--- src/rtl/uart_tx_sched.sv ---
// uart_tx_sched: round-robin two-requester byte scheduler feeding a 16x-clocked UART transmitter
//   mclk16      : 16x baud clock, all logic on its rising edge
//   reset       : synchronous active-high reset
//   req0/req1   : send requests, held high until the matching ack
//   data0/data1 : request bytes, stable while the request is high
//   ack0/ack1   : one-cycle pulse when the requester's byte is captured
//   uart_write  : one-cycle write strobe to the UART
//   uart_data   : captured byte presented to the UART
//   uart_txrdy  : UART transmitter idle flag
//   busy        : high whenever the scheduler is not idle
//   grant_id    : requester being served, held while idle
//   err         : one-cycle pulse when the UART never acknowledges a write
module uart_tx_sched #(
    parameter int GAP_CYCLES  = 16,
    parameter int ACK_TIMEOUT = 32
) (
    input  logic       mclk16,
    input  logic       reset,
    input  logic       req0,
    input  logic [7:0] data0,
    output logic       ack0,
    input  logic       req1,
    input  logic [7:0] data1,
    output logic       ack1,
    output logic       uart_write,
    output logic [7:0] uart_data,
    input  logic       uart_txrdy,
    output logic       busy,
    output logic       grant_id,
    output logic       err
);
    localparam int CNT_MAX = GAP_CYCLES > ACK_TIMEOUT ? GAP_CYCLES : ACK_TIMEOUT;
    localparam int CW = CNT_MAX > 0 ? $clog2(CNT_MAX + 1) : 1;
    localparam logic [CW-1:0] TO_LAST  = CW'(ACK_TIMEOUT > 0 ? ACK_TIMEOUT - 1 : 0);
    localparam logic [CW-1:0] GAP_LAST = CW'(GAP_CYCLES > 0 ? GAP_CYCLES - 1 : 0);

    typedef enum logic [2:0] {S_IDLE, S_LOAD, S_WAIT_BUSY, S_WAIT_DONE, S_GAP} state_t;

    state_t          r_state;
    state_t          w_next;
    state_t          w_after;
    logic            r_last;
    logic            r_grant;
    logic [7:0]      r_hold;
    logic [CW-1:0]   r_cnt;
    logic            w_cap;
    logic            w_win;
    logic            w_timeout;

    always_comb begin
        w_next    = r_state;
        w_cap     = 1'b0;
        w_timeout = 1'b0;
        // with both requesting, the one not served last wins; otherwise whoever asks
        w_win     = (req0 && req1) ? ~r_last : ~req0;
        // a zero-length gap skips the GAP state entirely
        w_after   = (GAP_CYCLES == 0) ? S_IDLE : S_GAP;
        case (r_state)
            S_IDLE: begin
                if ((req0 || req1) && uart_txrdy) begin
                    w_cap  = 1'b1;
                    w_next = S_LOAD;
                end
            end
            S_LOAD: w_next = S_WAIT_BUSY;
            S_WAIT_BUSY: begin
                if (!uart_txrdy) begin
                    w_next = S_WAIT_DONE;
                end else if (r_cnt == TO_LAST) begin
                    w_timeout = 1'b1;
                    w_next    = w_after;
                end
            end
            S_WAIT_DONE: w_next = uart_txrdy ? w_after : S_WAIT_DONE;
            S_GAP: w_next = (r_cnt == GAP_LAST) ? S_IDLE : S_GAP;
            default: w_next = S_IDLE;
        endcase
    end

    // pulses are gated by reset so nothing escapes during a reset cycle
    assign ack0       = w_cap & ~w_win & ~reset;
    assign ack1       = w_cap & w_win & ~reset;
    assign err        = w_timeout & ~reset;
    assign uart_write = (r_state == S_LOAD) & ~reset;
    assign uart_data  = r_hold;
    assign busy       = r_state != S_IDLE;
    assign grant_id   = r_grant;

    always_ff @(posedge mclk16) begin
        if (reset) begin
            r_state <= S_IDLE;
            r_last  <= 1'b1;
            r_grant <= 1'b0;
            r_hold  <= 8'h00;
            r_cnt   <= '0;
        end else begin
            r_state <= w_next;
            // restart on every state change, otherwise count up and saturate
            r_cnt   <= (w_next != r_state) ? '0 : (&r_cnt ? r_cnt : r_cnt + 1'b1);
            if (w_cap) begin
                r_hold  <= w_win ? data1 : data0;
                r_last  <= w_win;
                r_grant <= w_win;
            end
        end
    end
endmodule

--- config.mk ---
export PLATFORM = sky130hd
export DESIGN_NAME = uart_tx_sched
export DESIGN_NICKNAME = d
export VERILOG_FILES = /design/src/rtl/uart_tx_sched.sv
export SDC_FILE = /design/constraint.sdc
export NUM_CORES = 1
export LEC_CHECK = 0
export CELL_PAD_IN_SITES_DETAIL_PLACEMENT = 0
export CELL_PAD_IN_SITES_GLOBAL_PLACEMENT = 1
export CORE_AREA = 2 2 51 53
export CTS_BUF_LIST = sky130_fd_sc_hd__clkbuf_4 sky130_fd_sc_hd__clkbuf_8
export DETAILED_ROUTE_END_ITERATION = 16
export DIE_AREA = 0 0 53 55
export DONT_BUFFER_PORTS = 1
export GPL_ROUTABILITY_DRIVEN = 0
export GPL_TIMING_DRIVEN = 0
export PLACE_DENSITY_LB_ADDON = 0.1
export SYNTH_ARGS = -nofsm -noshare
export SYNTH_HDL_FRONTEND = slang
export SYNTH_SLANG_ARGS = --single-unit
--- constraint.sdc ---
create_clock -name mclk16 -period 2 [get_ports mclk16]
set_clock_uncertainty 0.15 [all_clocks]
set_input_delay 0.3 -clock mclk16 [delete_from_list [all_inputs] [get_ports mclk16]]
set_output_delay 0.3 -clock mclk16 [all_outputs]
set_load 0.1 [all_outputs]
; ---- Word level (Yosys, flattened, before mapping)
; Index checks and enable logic that the tools add are counted.
[totals]
regBits = 19
input_bits = 21
output_inout_bits = 14
[classes]
n_addsub = 1
eq_ne = 7
muxes = 13
bitwise_logic = 10
reduce_logical = 7
[ops]
columns = cell, n
row1 = two-way mux 3 bit, 5
row2 = case mux 3 bit (5 select lines), 1
row3 = two-way mux 8 bit, 1
row4 = adder 6 x 1 -> 6 bit (second input constant), 1
row5 = bitwise AND 1 bit, 6
row6 = equality test 3 x 2 -> 1 bit (second input constant), 2
row7 = equality test 6 x 4 -> 1 bit (second input constant), 1
row8 = equality test 6 x 5 -> 1 bit (second input constant), 1
row9 = two-way mux 1 bit, 6
row10 = AND reduction 6 bit, 1
row11 = inverter 1 bit, 4
row12 = equality test 3 x 1 -> 1 bit (second input constant), 1
row13 = equality test 3 bit (second input constant), 1
row14 = zero test 3 bit, 1
row15 = inequality test 3 bit, 1
row16 = nonzero test 3 bit, 1
row17 = logical AND 1 bit, 2
row18 = OR reduction 2 bit, 1
row19 = logical OR 1 bit, 1

; ---- Depth between registers and ports, before layout
; Gate-level depths: netlist of the first run.
[depth]
depth_word = 6
depth_mapped = 6
depth_no_buf = 5

; ---- Least setup slack after synthesis of the first run
; No wires, ideal clock.
[synth_path]
path_type = register -> output
startpoint = reg r_cnt[0]
endpoint = out err
arrival_time_ns = 3.844
required_ns = 1.550
slack_ns = -2.294
path_stages_with_launch = 5
n_path_buf = 0
cell_sequence = dfxtp_1 ha_1 and4b_1 nand3_1 nor4bb_1
[synth_between]
elab_chain_len = 5
[synth_rtl]
columns = element, line_no
row1 = start: declaration, 45  ; logic [CW-1:0] r_cnt;
row2 = start signal: assignment, 99  ; r_cnt <= (w_next != r_state) ? '0 : (&r_cnt ? r_cnt : r_cnt + 1'b1);
row3 = equality test 6 x 5 -> 1 bit, 69  ; end else if (r_cnt == TO_LAST) begin
row4 = two-way mux 1 bit, 69
row5 = two-way mux 1 bit, 67  ; if (!uart_txrdy) begin
row6 = two-way mux 1 bit, 58  ; case (r_state)
row7 = bitwise AND 1 bit, 83  ; assign err = w_timeout & ~reset;
row8 = end: declaration, 30  ; output logic err
; Every way passes these cells.

; ---- Final worst setup path of the first run
; Same ends and word-level chain as after synthesis.

==> results of run 1 <==
## critical path: stages, from the launching register on
cell and delay (ns):
dfxtp_2 0.37, ha_4 0.14, and4b_2 0.26, nand3_4 0.09, nor4bb_4 1.13
## layer usage
metal | part of all wire [%] | track usage, % | up-vias
li1 | - | - | 452
met1 | 43 | 19.01 | 438
met2 | 53 | 32.29 | 24
met3 | 3.8 | 2.688 | 2
met4 | 0.50 | 5.556 | 0
met5 | 0 | 0 | -
## worst paths after layout
| check | end | slack [ns] | cells past startpoint |
|---|---|---|---|
| setup / recovery | err | -0.73 | 4 |
| hold reg to reg | r_state[0] | 0.41 | 2 |
| setup reg to reg | uart_data[3] | 0.03 | 6 |
| hold / removal | uart_data[3] | 0.02 | 2 |
## registers in the layout, summed over array words and instances (netlist names)
register	flops
r_cnt	6
r_state	3
grant_id	1
uart_data	8
r_last	1
## synthesized netlist by cell type (3+ instances only)
cell	instances
a21o_1	3
a21oi_1	5
a22oi_1	8
dfxtp_1	19
inv_1	3
nand2_1	21
nand3_1	4
nor2_1	6
nor3_1	6
## repair_timing
item,4_1_cts,5_1_grt
endpoints found under the hold margin,8,0
resized for setup,17,3
pin swaps,5,7
hold buffers,15,0
buffers inserted,11,3
setup endpoints to repair,14,12
## per-stage QoR
stage	cell area, sq um	worst slack (ns)	utilization [%]
6_report	1374	-0.7314	58.10
5_1_grt	1374	-0.7927	58.10
4_1_cts	1360	-0.7670	57.51
3_5_place_dp	1079	-0.6540	45.61
3_3_place_gp	992.2	-1.086	41.96
2_1_floorplan	954.7	-0.8750	-
## final cells by class
type                    instances  area share, %
inverters                       3         0.8197
well taps                      30          2.732
plain buffers                   1         0.2732
multi-input cells              81          42.17
repair buffers                 31          23.13
flip-flops and latches         19          28.69
clock buffers                   4          2.186
## power groups by stage
| stage | clock, uW | combinational (uW) | sequential (uW) |
|---|---|---|---|
| final | 203 | 201 | 537 |
| after global routing | 228 | 216 | 540 |
| after CTS | 216 | 203 | 536 |
| after detailed placement | 0 | 160 | 541 |
| after global placement | 0 | 140 | 540 |
| after floorplan | 0 | 126 | 535 |
## cells by family (layout without fill, tap and decap cells)
family | Yosys count | count (layout) | share of synthesized area [%]
AO/OA/AOI/OAI | 25 | 25 | 21.38
multiplexers | 2 | 2 | 2.165
flip-flops | 19 | 19 | 41.14
AND/OR/NAND/NOR | 51 | 51 | 28.15
XOR/XNOR | 2 | 2 | 1.895
buffers and inverters | 7 | 39 | 3.924
adder cells (fa/ha/maj) | 1 | 1 | 1.353
==> impl_metrics.py, run 1 <==
metrics = {
    "finish": {
        "n_antenna_cell": 0,
        "final_cells": 169,
        "n_fill_cell": 226,
        "final_cell_mix": "nand2_1 (20), dlygate4sd3_1 (15), dfxtp_1 (14)",
        "syn2layout_area_growth_pct": 48.58,
        "drive_gt1_share_pct": 26.62,
        "nets": 162,
        "multi_input_area_sq_um": 579.3,
        "layout_commonest_cell": "nand2_1",
        "seq_area_sq_um": 394.1,
    },
    "critical_path": {
        "critPathArrivalTime_ns": 2.28,
        "critPathLaunchType": "flip-flop",
        "crit_required_ns": 1.55,
        "crit_start": "r_cnt[0]",
        "worst-path-max-fanout": 2,
        "crit_type": "reg -> out",
        "reg2reg_from": "r_state[0]",
        "crit_path_end_kind": "primary output",
    },
    "detailed_routing": {
        "vias_per_cell": 5.420,
        "vias": 916,
        "wire_per_inst_microns": 14.27,
        "drt_iter0_drc": 11,
        "wirelength_microns": 2412,
        "drc": 0,
        "dr.pass1.iters": 4,
        "ant_nets": 0,
    },
    "floorplan": {
        "coreArea_sq_um": 2365,
        "dieArea_sq_um": 2915,
        "pin_count": 35,
        "initial_core_util_pct": 39.10,
        "die_x_microns": 53,
        "fp.dieH_microns": 55,
        "placement_rows": 18,
    },
    "min_path": {
        "hp-start": "data1[3]",
        "min_path_type": "in -> reg",
    },
    "global_route": {
        "grt_pass1_vias": 859,
        "grt_use_total_pct": 16.85,
        "grt_max_degree": 11,
        "grt_pass1_wl_microns": 3567,
        "grt_antenna_before_repair": 0,
        "grt-ovfl-total": 0,
    },
    "clock_network": {
        "cts_sinks": 19,
        "cts_tree": "built",
        "clk_path_buf_depth": 2,
        "clk_root_buffer_cell": "clkbuf_4",
        "clk_pin_slew_worst_paths_ns": 0.11,
        "cts_max_level": 1,
        "clk-insertion-delay-late_ns": 0.29,
        "cts_buffers": 3,
    },
    "synth": {
        "yosysTopAreaCell": "dfxtp_1",
        "yosysSeqAreaShare_pct": 41.14,
        "synth_edf_count": 0,
        "synth_ff_type": "dfxtp_1",
        "syn_area_sq_um": 924.6,
        "synthCells": 107,
        "yosys-top-cells-area": "dfxtp_1 (41%), nand2_1 (8.5%), a22oi_1 (6.5%)",
        "synthArstFlopShare_pct": 0,
        "synth_nets": 129,
        "synthDominantCellAreaShare_pct": 41.14,
        "ys_ff_latch": 19,
        "yosysWarnings": 0,
        "synth.distinct_cells": 34,
        "syn_area_per_cell_sq_um": 8.641,
    },
    "placement": {
        "port_buffers": 0,
        "hpwl_microns": 1514,
        "dpl.cell_count": 141,
    },
    "pwr": {
        "switching_power_uw": 360.4,
        "power.density_nw_per_um2": 684.3,
        "p_int_uw": 579.7,
        "p_clk_share_pct": 21.6,
        "p_leak_uw": 0.0005613,
        "power.share.sequential_pct": 57.1,
        "combPwrFrac_pct": 21.3,
        "total_power_uw": 940.1,
        "switching_share_pct": 38.34,
        "ir_worst_vdd_v": 0.0005406,
    },
    "sta": {
        "setup_viol": 4,
        "fin_crit_ns": 2.731,
        "post-route-period-util_pct": 136.6,
        "timing.final.ws_setup_ns": -0.7314,
        "setup_tns_ns": -1.633,
        "hold_viol_final": 0,
        "rsz0062_at_grt": "true",
        "hold_ws_ns": 0.02257,
        "slew_viol_final": 0,
        "worst_slew_pin_slew_ns": 1.328,
        "clock.fmax_mhz": 366.1,
        "slew_headroom_pct": 11.35,
    },
    "outcome": {
        "status": "finished, violations left",
        "violations": "negative setup slack",
    },
    "flow_run": {
        "maxCapViolations": 0,
    },
}
No activity file was read; power rests on OpenSTA's default activity.
==> inputs of run 2 (changes only) <==
--- a/config.mk
+++ b/config.mk
@@ -13,7 +13,6 @@
 export DIE_AREA = 0 0 53 55
 export DONT_BUFFER_PORTS = 1
 export GPL_ROUTABILITY_DRIVEN = 0
-export GPL_TIMING_DRIVEN = 0
 export PLACE_DENSITY_LB_ADDON = 0.1
 export SYNTH_ARGS = -nofsm -noshare
 export SYNTH_HDL_FRONTEND = slang
==> constraint.sdc (replaced) <==
create_clock -name mclk16 -period 2.37 [get_ports mclk16]
set_clock_uncertainty 0.15 [all_clocks]
set_input_delay 0.3555 -clock mclk16 [delete_from_list [all_inputs] [get_ports mclk16]]
set_output_delay 0.3555 -clock mclk16 [all_outputs]
set_load 0.1 [all_outputs]
==> run 2 against run 1 <==
Compared with the run above:
- the run now ends clean
- wire length decreased by 9.1%
- largest power group unchanged
- worst setup slack better by 0.82 ns
- final cell count fell by 2.4%
- highest routed layer unchanged
- largest cell class unchanged
- flip-flop and latch count stayed put
- first-iteration DRC count down 9.1%
- count of clock-buffer cells in the layout decreased by 1
- total power decreased by 17%
- clock power down 20%
- global-route usage shrank 2.1 points
- sequential power fell by 34%
==> impl_metrics.py, run 2 (synthesis results as in run 1) <==
metrics = {
    "finish": {
        "design_area_sq_um": 1309,
        "layout_commonest_cell": "nand2_1",
        "n_antenna_cell": 0,
        "n_fill_cell": 221,
        "syn2layout_area_growth_pct": 41.54,
        "nets": 158,
        "drive_gt1_share_pct": 28.15,
        "largest_register_ffs": 8,
        "final_cell_mix": "nand2_1 (21), buf_4 (19), dfxtp_1 (17)",
    },
    "floorplan": {
        "fp.dieH_microns": 55,
        "initial_core_util_pct": 39.10,
        "dieArea_sq_um": 2915,
        "coreArea_sq_um": 2365,
        "pin_count": 35,
        "placement_rows": 18,
        "die_x_microns": 53,
    },
    "detailed_routing": {
        "dr.pass1.iters": 4,
        "wirelength_microns": 2193,
        "drc": 0,
        "vias": 889,
        "wire_per_inst_microns": 13.29,
        "ant_nets": 0,
        "drt_iter0_drc": 10,
        "vias_per_cell": 5.388,
    },
    "global_route": {
        "grt-ovfl-total": 0,
        "grt_antenna_before_repair": 0,
        "grt_max_degree": 12,
        "grt_pass1_vias": 734,
        "grt_pass1_wl_microns": 3174,
        "grt_use_total_pct": 14.71,
    },
    "pwr": {
        "total_power_uw": 784.9,
        "power.density_nw_per_um2": 599.7,
        "ir_worst_vdd_v": 0.0005264,
        "p_leak_uw": 0.0005529,
    },
    "critical_path": {
        "critPathLaunchType": "flip-flop",
        "worst-path-max-fanout": 5,
        "max_stage_delay_ns": 0.38,
        "crit_path_end_kind": "primary output",
        "critPathArrivalTime_ns": 1.78,
        "cp_cell_sequence": "ha_4 > and4b_2 > nand3_2 > nor4bb_4 > buf_12",
        "critPathTopFamily": "simple AND/OR/NAND/NOR gates",
        "critPathSlowestCell": "dfxtp_4",
        "crit_type": "reg -> out",
        "crit_required_ns": 1.86,
        "path_buf_inv": 1,
    },
    "sta": {
        "hold_viol_final": 0,
        "slew_headroom_pct": 66.75,
        "worst_slew_pin_slew_ns": 0.4977,
        "setup_viol": 0,
        "hold_ws_ns": 0.006673,
        "clock.fmax_mhz": 437.5,
        "rsz0062_at_grt": "true",
        "fin_crit_ns": 2.286,
        "slew_viol_final": 0,
        "post-route-period-util_pct": 96.44,
    },
    "clock_network": {
        "clk-insertion-delay-late_ns": 0.30,
        "cts_max_level": 1,
        "cts_tree": "built",
        "cts_sinks": 19,
        "cts_buffers": 3,
        "clk_pin_slew_worst_paths_ns": 0.11,
        "clk_root_buffer_cell": "clkbuf_4",
        "clk_path_buf_depth": 2,
    },
    "outcome": {
        "status": "complete, no violations",
    },
    "placement": {
        "hpwl_microns": 1623,
        "port_buffers": 0,
        "dpl_cell_area_sq_um": 1171,
    },
    "min_path": {
        "min_path_type": "in -> reg",
    },
    "flow_run": {
        "maxCapViolations": 0,
    },
}
## run 2: cell types whose count changed in the layout (fill, tap and decap cells not counted), moves of 2 or more
cell,previous run,this run
buf_6,2,0
dfxtp_4,3,1
buf_4,12,19
dfxtp_1,14,17
dlygate4sd3_1,15,6
## run 2: path summary, 6_finish.rpt
| kind | startpoint | cells after the start | end | slack [ns] |
|---|---|---|---|---|
| worst min-delay path | data0[2] | 2 | uart_data[2] | 0.007 |
| worst max register to register | r_state[0] | 7 | uart_data[0] | 0.45 |
| worst min register to register | uart_data[0] | 2 | uart_data[0] | 0.34 |
| worst max-delay path | r_cnt[0] | 5 | err | 0.08 |
## run 2: routing by layer
| metal | share of wire (%) | global-route usage (%) | wire [microns] | vias up |
|---|---|---|---|---|
| li1 | - | - | - | 443 |
| met1 | 41 | 19.00 | 910 | 419 |
| met2 | 53 | 24.38 | 1164 | 25 |
| met3 | 4.7 | 1.613 | 103 | 2 |
| met4 | 0.68 | 7.692 | 15 | 0 |
| met5 | 0 | 0 | 0 | - |
## run 2: stage by stage
step | TNS (ns) | worst slack (ns) | util, % | instances
final | 0 | 0.08431 | 55.34 | 165
after CTS | -0.01890 | -0.01890 | 53.12 | 161
after detailed placement | 0 | 0.2712 | 49.52 | 152
after floorplan | -5.876 | -0.5050 | - | 107
after global placement | 0 | 0.3098 | 49.52 | 152
after global routing | -0.02563 | -0.02563 | 55.34 | 165
## run 2: area by class of cell
type | count | area (sq um) | area share (%)
Multi-Input combinational cell | 81 | 569.3 | 43.50
Sequential cell | 19 | 385.4 | 29.45
Timing Repair Buffer | 28 | 277.8 | 21.22
Tap cell | 30 | 37.54 | 2.868
Clock buffer | 3 | 22.52 | 1.721
Inverter | 3 | 11.26 | 0.8604
Clock inverter | 1 | 5.005 | 0.3824
## run 2: repair_timing
item	4_1_cts	5_1_grt
endpoints found under the hold margin	4	4
hold buffers	2	4
resized for setup	6	2
cloned	0	0
buffers inserted	3	0
pin swaps	3	3
endpoints found under the setup margin	3	2
## run 2: worst register-to-register path: cells and delay by family, from the launching register on
family | cells | cell delay [ns]
DFF | 1 | 0.33
buffers and inverters | 3 | 0.44
AOI/OAI and AO/OA | 2 | 0.28
and+or+nand+nor | 2 | 0.67
## run 2: power breakdown
group | switching [uW] | leakage (uW) | total, uW | internal (uW)
sequential | 11.9 | 0.000156 | 353 | 341
clock | 100 | 0.0000177 | 163 | 62.8
combinational | 191 | 0.000379 | 269 | 78.1
total | 303 | 0.000553 | 785 | 482
==> inputs of run 3 (changes only) <==
--- a/config.mk
+++ b/config.mk
@@ -8,7 +8,7 @@
 export CELL_PAD_IN_SITES_DETAIL_PLACEMENT = 0
 export CELL_PAD_IN_SITES_GLOBAL_PLACEMENT = 1
 export CORE_AREA = 2 2 51 53
-export CTS_BUF_LIST = sky130_fd_sc_hd__clkbuf_4 sky130_fd_sc_hd__clkbuf_8
+export CTS_BUF_LIST = sky130_fd_sc_hd__clkbuf_8
 export DETAILED_ROUTE_END_ITERATION = 16
 export DIE_AREA = 0 0 53 55
 export DONT_BUFFER_PORTS = 1
==> constraint.sdc (replaced) <==
create_clock -name mclk16 -period 2.37 [get_ports mclk16]
set_clock_uncertainty 0.15 [all_clocks]
set_input_delay 0.474 -clock mclk16 [delete_from_list [all_inputs] [get_ports mclk16]]
set_output_delay 0.474 -clock mclk16 [all_outputs]
set_load 0.1 [all_outputs]
==> run 3 against run 2 <==
Compared with the run above:
- die area did not move
- via count fell by 5.4%
- final cell count fell by 4.2%
- maximum frequency fell by 2.0%
- wire length fell by 10%
- global-route usage fell by 1.3 points
- design area fell by 3.5%
==> impl_metrics.py, run 3 (synthesis results as in run 1) <==
metrics = {
    "critical_path": {
        "cp_cell_sequence": "or4b_4 > nor4b_4 > clkbuf_16",
        "worst-path-max-fanout": 4,
        "crit_required_ns": 1.75,
        "crit_type": "reg -> out",
        "critPathTopFamily": "simple AND/OR/NAND/NOR gates",
        "critPathLaunchType": "flip-flop",
        "critPathArrivalTime_ns": 1.71,
        "path_buf_inv": 1,
        "critPathSlowestCell": "or4b_4",
        "max_stage_delay_ns": 0.58,
        "crit_path_end_kind": "primary output",
    },
    "sta": {
        "setup_viol": 0,
        "hold_viol_final": 0,
        "post-route-period-util_pct": 98.39,
        "slew_viol_final": 0,
        "fin_crit_ns": 2.332,
        "clock.fmax_mhz": 428.9,
        "rsz0062_at_grt": "true",
        "worst_slew_pin_slew_ns": 0.5241,
        "slew_headroom_pct": 64.98,
        "hold_ws_ns": 0.1404,
    },
    "pwr": {
        "power.density_nw_per_um2": 652.4,
        "ir_worst_vdd_v": 0.0004664,
        "p_leak_uw": 0.0005295,
    },
    "detailed_routing": {
        "wire_per_inst_microns": 12.43,
        "vias": 841,
        "dr.pass1.iters": 4,
        "vias_per_cell": 5.323,
        "drt_iter0_drc": 6,
        "drc": 0,
        "wirelength_microns": 1964,
        "ant_nets": 0,
    },
    "global_route": {
        "grt_max_degree": 12,
        "grt-ovfl-total": 0,
        "grt_pass1_wl_microns": 2946,
        "grt_antenna_before_repair": 0,
        "grt_use_total_pct": 13.38,
        "grt_pass1_vias": 681,
    },
    "finish": {
        "layout_commonest_cell": "nand2_1",
        "nets": 151,
        "n_antenna_cell": 0,
        "final_cell_mix": "nand2_1 (21), buf_4 (18), dfxtp_1 (17)",
        "final_core_util_pct": 53.39,
        "syn2layout_area_growth_pct": 36.54,
        "largest_register_ffs": 8,
        "drive_gt1_share_pct": 28.91,
    },
    "placement": {
        "hpwl_microns": 1499,
        "port_buffers": 0,
    },
    "flow_run": {
        "maxCapViolations": 0,
    },
    "clock_network": {
        "cts_hold_buffers": 0,
        "cts_sinks": 19,
        "clk-insertion-delay-late_ns": 0.25,
        "cts_buffers": 3,
        "cts_max_level": 1,
        "clk_root_buffer_cell": "clkbuf_8",
        "cts_tree": "built",
        "clk_pin_slew_worst_paths_ns": 0.07,
        "clk_path_buf_depth": 2,
    },
    "min_path": {
        "min_path_type": "in -> reg",
    },
    "floorplan": {
        "fp.dieH_microns": 55,
        "pin_count": 35,
        "die_x_microns": 53,
        "placement_rows": 18,
        "coreArea_sq_um": 2365,
        "dieArea_sq_um": 2915,
        "initial_core_util_pct": 39.10,
    },
    "outcome": {
        "status": "complete, no violations",
    },
}
-- run 3: cell count changes in the layout (fill, tap and decap cells not counted), moves of 2 or more --
cell,change
buf_16,-2
clkbuf_16,+2
clkbuf_4,-3
clkbuf_8,+3
dlygate4sd3_1,-6
-- run 3: final timing paths --
| kind | startpoint | to | slack [ns] | cells past startpoint |
|---|---|---|---|---|
| setup / recovery | r_state[0] | ack0 | 0.04 | 3 |
| hold / removal | reset | r_state[0] | 0.14 | 1 |
| setup reg to reg | r_state[0] | uart_data[1] | 0.48 | 6 |
| hold reg to reg | uart_data[7] | uart_data[7] | 0.32 | 2 |
-- run 3: repair_timing --
item / in CTS / in global routing
setup endpoints to repair: 3 / 3
setup buffers: 2 / 0
pin swaps: 1 / 1
gates resized for setup: 5 / 6
-- run 3: power by group --
group	switching, uW	internal [uW]	total [uW]	leakage, uW
Combinational	187	66.8	253	0.000348
Clock	101	116	217	0.0000255
Sequential	12.1	341	353	0.000156
-- run 3: worst register-to-register path: stages (launching register included) --
cell and delay (ns):
dfxtp_1 0.31, or4b_4 0.58, a2111oi_4 0.28, buf_4 0.17, buf_4 0.15, a22oi_1 0.10
nand2_1 0.09
-- run 3: layout make-up --
cell class | count | area, sq um
flip-flops and latches | 19 | 385.4
multi-input cells | 81 | 576.8
well taps | 30 | 37.54
clock buffers | 3 | 41.29
fillers | 234 | 1102
clock inverters | 1 | 5.005
inverters | 3 | 11.26
repair buffers | 21 | 205.2
-- run 3: per-layer routing --
metal,track usage (%),up-vias,wire (microns)
li1,-,431,-
met1,18.75,385,877
met2,20.63,23,963
met3,2.151,2,109
met4,5.128,0,13
met5,0,-,0
-- run 3: stage by stage --
step                total power, uW  setup TNS, ns  setup slack [ns]  area [sq um]  instances
floorplan                     559.5         -5.814           -0.5814         963.4        107
global placement              608.3              0            0.1199          1171        152
detailed placement            609.2              0            0.1050          1171        152
CTS                           832.2       -0.01359          -0.01359          1246        158
global route                  863.0       -0.03094          -0.01106          1262        158
finish                        823.7              0           0.03826          1262        158
